[src/rtl/mc_control_fsm.sv]
// Multi-cycle MIPS-style control FSM with wait-state stretching of memory phases.
// Optional exception path (EXC state, EPC capture) enabled by MC_CTRL_EXCEPTION_EN.
module mc_control_fsm #(
  parameter int WAIT_STATES = 0
) (
  input  logic       clk,
  input  logic       reset,
  input  logic       enable,
  input  logic [5:0] opcode,
  input  logic       overflow,
  input  logic       alu_undefined_instr,
  output logic       pc_write,
  output logic       pc_write_cond_eq,
  output logic       pc_write_cond_ne,
  output logic       ir_write,
  output logic       iord,
  output logic       mem_read,
  output logic       mem_write,
  output logic       reg_write,
  output logic       reg_dst,
  output logic       mem_to_reg,
  output logic       alu_src_a,
  output logic [1:0] alu_src_b,
  output logic [1:0] alu_op,
  output logic [1:0] pc_source,
  output logic       write_epc,
  output logic       undefined_instr,
  output logic [3:0] state
);

  localparam logic [3:0] S_FETCH     = 4'd0;
  localparam logic [3:0] S_DECODE    = 4'd1;
  localparam logic [3:0] S_MEM_ADDR  = 4'd2;
  localparam logic [3:0] S_MEM_READ  = 4'd3;
  localparam logic [3:0] S_MEM_WB    = 4'd4;
  localparam logic [3:0] S_MEM_WRITE = 4'd5;
  localparam logic [3:0] S_R_EXEC    = 4'd6;
  localparam logic [3:0] S_R_WB      = 4'd7;
  localparam logic [3:0] S_BRANCH    = 4'd8;
  localparam logic [3:0] S_JUMP      = 4'd9;
  localparam logic [3:0] S_ADDI_EXEC = 4'd10;
  localparam logic [3:0] S_ADDI_WB   = 4'd11;
  localparam logic [3:0] S_EXC       = 4'd12;

  localparam logic [5:0] OP_R    = 6'b000000;
  localparam logic [5:0] OP_LW   = 6'b100011;
  localparam logic [5:0] OP_SW   = 6'b101011;
  localparam logic [5:0] OP_BEQ  = 6'b000100;
  localparam logic [5:0] OP_BNE  = 6'b000101;
  localparam logic [5:0] OP_J    = 6'b000010;
  localparam logic [5:0] OP_ADDI = 6'b001000;

  localparam logic [2:0] WMAX = 3'(WAIT_STATES);

  logic [3:0] nxt;
  logic [2:0] wcnt;
  logic       wait_st;
  logic       wait_done;
  logic       live;
  logic       pw_r, ceq_r, cne_r, irw_r, rw_r, mw_r, epc_r;

`ifdef MC_CTRL_EXCEPTION_EN
  logic exc_und;
  logic exc_und_d;
`else
  logic unused_exc_inputs;
  assign unused_exc_inputs = ^{overflow, alu_undefined_instr};
`endif

  assign wait_st   = (state == S_FETCH) || (state == S_MEM_READ) ||
                     (state == S_MEM_WRITE);
  assign wait_done = !wait_st || (wcnt == WMAX);
  assign live      = enable & ~reset;

  always_comb begin
    nxt = state;
`ifdef MC_CTRL_EXCEPTION_EN
    exc_und_d = exc_und;
`endif
    case (state)
      S_FETCH:  nxt = S_DECODE;
      S_DECODE: begin
        unique case (1'b1)
          (opcode == OP_LW),
          (opcode == OP_SW):   nxt = S_MEM_ADDR;
          (opcode == OP_R):    nxt = S_R_EXEC;
          (opcode == OP_BEQ),
          (opcode == OP_BNE):  nxt = S_BRANCH;
          (opcode == OP_J):    nxt = S_JUMP;
          (opcode == OP_ADDI): nxt = S_ADDI_EXEC;
          default: begin
`ifdef MC_CTRL_EXCEPTION_EN
            nxt       = S_EXC;
            exc_und_d = 1'b1;
`else
            nxt = S_FETCH;
`endif
          end
        endcase
      end
      S_MEM_ADDR:  nxt = (opcode == OP_LW) ? S_MEM_READ : S_MEM_WRITE;
      S_MEM_READ:  nxt = S_MEM_WB;
      S_MEM_WB:    nxt = S_FETCH;
      S_MEM_WRITE: nxt = S_FETCH;
      S_R_EXEC: begin
        nxt = S_R_WB;
`ifdef MC_CTRL_EXCEPTION_EN
        if (alu_undefined_instr || overflow) begin
          nxt       = S_EXC;
          exc_und_d = alu_undefined_instr;
        end
`endif
      end
      S_R_WB:      nxt = S_FETCH;
      S_BRANCH:    nxt = S_FETCH;
      S_JUMP:      nxt = S_FETCH;
      S_ADDI_EXEC: begin
        nxt = S_ADDI_WB;
`ifdef MC_CTRL_EXCEPTION_EN
        if (overflow) begin
          nxt       = S_EXC;
          exc_und_d = 1'b0;
        end
`endif
      end
      S_ADDI_WB:   nxt = S_FETCH;
      default:     nxt = S_FETCH;
    endcase
  end

  always_ff @(posedge clk or posedge reset) begin
    if (reset) begin
      state <= S_FETCH;
      wcnt  <= 3'd0;
`ifdef MC_CTRL_EXCEPTION_EN
      exc_und <= 1'b0;
`endif
    end else if (enable) begin
      if (!wait_done) begin
        wcnt <= wcnt + 3'd1;
      end else begin
        wcnt  <= 3'd0;
        state <= nxt;
`ifdef MC_CTRL_EXCEPTION_EN
        exc_und <= exc_und_d;
`endif
      end
    end
  end

  always_comb begin
    pw_r            = 1'b0;
    ceq_r           = 1'b0;
    cne_r           = 1'b0;
    irw_r           = 1'b0;
    rw_r            = 1'b0;
    mw_r            = 1'b0;
    epc_r           = 1'b0;
    iord            = 1'b0;
    mem_read        = 1'b0;
    reg_dst         = 1'b0;
    mem_to_reg      = 1'b0;
    alu_src_a       = 1'b0;
    alu_src_b       = 2'b00;
    alu_op          = 2'b00;
    pc_source       = 2'b00;
    undefined_instr = 1'b0;
    case (state)
      S_FETCH: begin
        mem_read  = 1'b1;
        alu_src_b = 2'b01;
        irw_r     = wait_done;
        pw_r      = wait_done;
      end
      S_DECODE:    alu_src_b = 2'b11;
      S_MEM_ADDR: begin
        alu_src_a = 1'b1;
        alu_src_b = 2'b10;
      end
      S_MEM_READ: begin
        mem_read = 1'b1;
        iord     = 1'b1;
      end
      S_MEM_WB: begin
        rw_r       = 1'b1;
        mem_to_reg = 1'b1;
      end
      S_MEM_WRITE: begin
        mw_r = 1'b1;
        iord = 1'b1;
      end
      S_R_EXEC: begin
        alu_src_a = 1'b1;
        alu_op    = 2'b10;
      end
      S_R_WB: begin
        rw_r    = 1'b1;
        reg_dst = 1'b1;
      end
      S_BRANCH: begin
        alu_src_a = 1'b1;
        alu_op    = 2'b01;
        pc_source = 2'b01;
        ceq_r     = (opcode == OP_BEQ);
        cne_r     = (opcode == OP_BNE);
      end
      S_JUMP: begin
        pw_r      = 1'b1;
        pc_source = 2'b10;
      end
      S_ADDI_EXEC: begin
        alu_src_a = 1'b1;
        alu_src_b = 2'b10;
      end
      S_ADDI_WB:   rw_r = 1'b1;
`ifdef MC_CTRL_EXCEPTION_EN
      S_EXC: begin
        epc_r           = 1'b1;
        pw_r            = 1'b1;
        pc_source       = 2'b11;
        undefined_instr = exc_und;
      end
`endif
      default: ;
    endcase
  end

  // Write strobes die while frozen or in reset so no side effect leaks out.
  assign pc_write         = pw_r  & live;
  assign pc_write_cond_eq = ceq_r & live;
  assign pc_write_cond_ne = cne_r & live;
  assign ir_write         = irw_r & live;
  assign reg_write        = rw_r  & live;
  assign mem_write        = mw_r  & live;
  assign write_epc        = epc_r & live;

endmodule

[config.mk]
export PLATFORM = sky130hd
export DESIGN_NAME = mc_control_fsm
export DESIGN_NICKNAME = d
export VERILOG_FILES = /design/src/rtl/mc_control_fsm.sv
export SDC_FILE = /design/constraint.sdc
export NUM_CORES = 1
export LEC_CHECK = 0
export BUFFER_PORTS_ARGS = -buffer_cell sky130_fd_sc_hd__buf_2
export CORE_MARGIN = 2
export CORE_UTILIZATION = 49
export DETAILED_ROUTE_END_ITERATION = 7
export PLACE_DENSITY_LB_ADDON = 0.15
export SLEW_MARGIN = 20
export SYNTH_ARGS = -nofsm -noshare
export SYNTH_HDL_FRONTEND = slang
export SYNTH_SLANG_ARGS = --single-unit
[constraint.sdc]
create_clock -name clk -period 2.5 [get_ports clk]
set_input_delay 0.375 -clock clk [delete_from_list [all_inputs] [get_ports clk]]
set_output_delay 0.375 -clock clk [all_outputs]
set_load 0.02 [all_outputs]
==> results.txt <==
Final worst path period share -> 88.9%
Layout fillers -> 146
Reg2reg path depth -> 3
Die height -> 43.1 um
PwrDens -> 449 nW/um2
N_diodes -> 0
Setup Buffers After CTS -> 0
# rows -> 14
Layout Area Growth over Synthesis -> 19.2%
RSZ-0062 raised after global routing -> no
First-pass GRT wire length -> 3380 um
Post-CTS resize count -> 0
H-tree Lvls -> 1
CP arrival -> 1850 ps
Core box area -> 1470 um2
Critical path class -> reg -> out
Vias per std cell -> 5.85
Final WL -> 1950 um
Post-route minimum period -> 2220 ps
DRT Pass-1 Iters -> 4
Cell accounting for the most synthesized area -> dfrtp_1
Yosys warns -> 0
Worst r2r src -> state[0]
Final hold viol count -> 0
Peak supply drop -> 0.000261 V
Mapped Area -> 748 um2
Synth top cells by count -> nor2_1 (16), dfrtp_1 (7), nor3_1 (7), inv_1 (6), nand2b_1 (6)
Worst setup SP type -> flop
Setup crit end -> pc_write
Util after Layout -> 60.6%
Async S/R FF share, synth -> 100%
Worst Setup SP -> wcnt[0]
Synth Register Bits -> 7
CTS sink cnt -> 7
Routed vias -> 843
Pin slew with the least headroom to its limit -> 845 ps
Number of distinct library cells after synthesis -> 41
Fraction of layout cells with a size suffix above 1 -> 27.3%
Final setup violation count -> 0
CTS Buf Count -> 3
WHS -> 56.9 ps
Rel. slew slack -> 43.5%
Initial antenna violation count -> 0
Max Clk Rate -> 0.450 GHz
Syn Area/Cell -> 7.19 um2
Crit-path max FO -> 4
Status -> finished, final reports clean
Post-synth EDFFs -> 0
Worst EP required -> 2120 ps
Total Routing Usage GR -> 24.0%
Final GP Congestion -> 0.829
Drt initial violations -> 27
Share of the synthesized area in the top cell type -> 23.4%
Die Footprint -> 1860 um2
Number of I/O pins -> 34
Max-cap viol count -> 0
Hold Buf Count CTS -> 0
Final HPWL from detailed placement -> 1430 um
Remaining DRCs -> 0
GRT overflow -> 0
Setup Skew -> 1.63 ps
Cell chain of the critical path -> inv_1 > ha_1 > nor2b_1 > nor3b_1 > a21oi_1 > nor4_1 > buf_2
Top FF cell, synth -> dfrtp_1
Post-synthesis cell count -> 104
Synth area leaders -> dfrtp_1 (23%), nor2_1 (8.0%), nand2b_1 (5.0%)
Flop2flop setup slack -> 470 ps
Clock buffer depth -> 2
Routed Antenna Nets -> 0
Count leader, synth -> nor2_1
Clk_lat worst skew -> 250 ps
Pleak -> 0.435 nW
Routed len/inst -> 13.5 um
Starting Density -> 50.9%
Nets -> 142
Total count of max-transition violations in the final report -> 0
Sequential share of the synthesized area -> 23.4%
Port Buf Inserts -> 29
Worst R2R End -> wcnt[2]
Vias in the first global route -> 782
CTS clk-pin slew, worst paths -> 50 ps
Max incr delay on CP -> 380 ps
CP max stage cell -> dfrtp_1
Die W -> 43.1 um
CTS tree -> done
CP endpoint kind -> primary output
Largest net degree at the start of global routing -> 21
Root buf cell -> clkbuf_4
Hold Path Class -> in -> async
Setup TNS -> 0 ps
-- sequential cells by signal, summed over array words and instances, names as in the netlist --
signal and cells:
state 4, wcnt 3
-- cell type report --
class	count	area, um2	share of cell area (%)
multi-input combinational	82	503	56.4
sequential	7	175	19.6
timing repair buffer	29	145	16.3
clock buffer	4	26.3	2.95
inverter	6	22.5	2.52
tap	16	20.0	2.24
-- report_power, final --
| group | switching [mW] | internal [mW] |
|---|---|---|
| clock network | 0.0441 | 0.0611 |
| logic | 0.0933 | 0.0574 |
| registers | 0.0258 | 0.119 |
-- cell usage in the layout, fill, tap and decap left out, types with 2 or more instances in the layout --
master,instances
clkbuf_4,3
xnor2_1,2
nand2_1,4
nor3b_1,2
and3_1,2
ha_1,2
buf_2,29
nor2_1,16
nor3_1,7
nand4_1,3
nand2b_1,6
dfrtp_1,7
nor2b_1,3
nor4_1,2
nand3_1,3
conb_1,2
inv_1,6
o21ai_1,2
o21ai_0,2
a32o_1,2
a21oi_1,4
-- kinds of logic (layout without fill, tap and decap cells) --
group                    count (synthesis)  after routing  synth area share (%)
buffers and inverters                   16             39                  9.86
flip-flops                               7              7                  23.4
adder cells (fa/ha/maj)                  3              3                  4.68
AO/OA/AOI/OAI                           22             22                  21.7
multiplexers                             1              1                  1.34
AND/OR/NAND/NOR                         52             52                  36.1
XOR/XNOR                                 2              2                  2.34
other                                    1              2                 0.501
-- critical path: cells and delay by family (launching register included) --
family	cells	cell delay, ps
simple gates	3	720
flops	1	380
buf+inv	2	290
fa+ha+maj	1	140
compound gates	1	60
-- worst min-delay path by stage --
stage / cells after the start / slack (ps) / endpoint
final: 2 / 60 / state[0]
after global placement: 2 / 320 / state[0]
after detailed placement: 2 / 330 / wcnt[2]
after floorplan: 1 / 180 / state[0]
after global routing: 2 / 70 / wcnt[2]
after CTS: 2 / 60 / state[0]
-- routing by layer --
metal  up-vias  track usage [%]  share of wire, %
met5         -                0                 0
met4         0             7.27              0.62
met3         2             5.11               6.2
met2        29             37.6                49
met1       396             33.1                44
li1        416                -                 -
-- metrics by stage --
| stage | std cells | setup slack [ps] | total power, mW | cell area [um2] |
|---|---|---|---|---|
| final | 144 | 279 | 0.400 | 892 |
| after detailed placement | 140 | 510 | 0.295 | 866 |
| after global routing | 144 | 61.0 | 0.430 | 892 |
| after global placement | 140 | 591 | 0.291 | 866 |
| after floorplan | 105 | 408 | 0.255 | 752 |
| after CTS | 144 | 266 | 0.401 | 892 |
(Power assumes the default switching activity.)
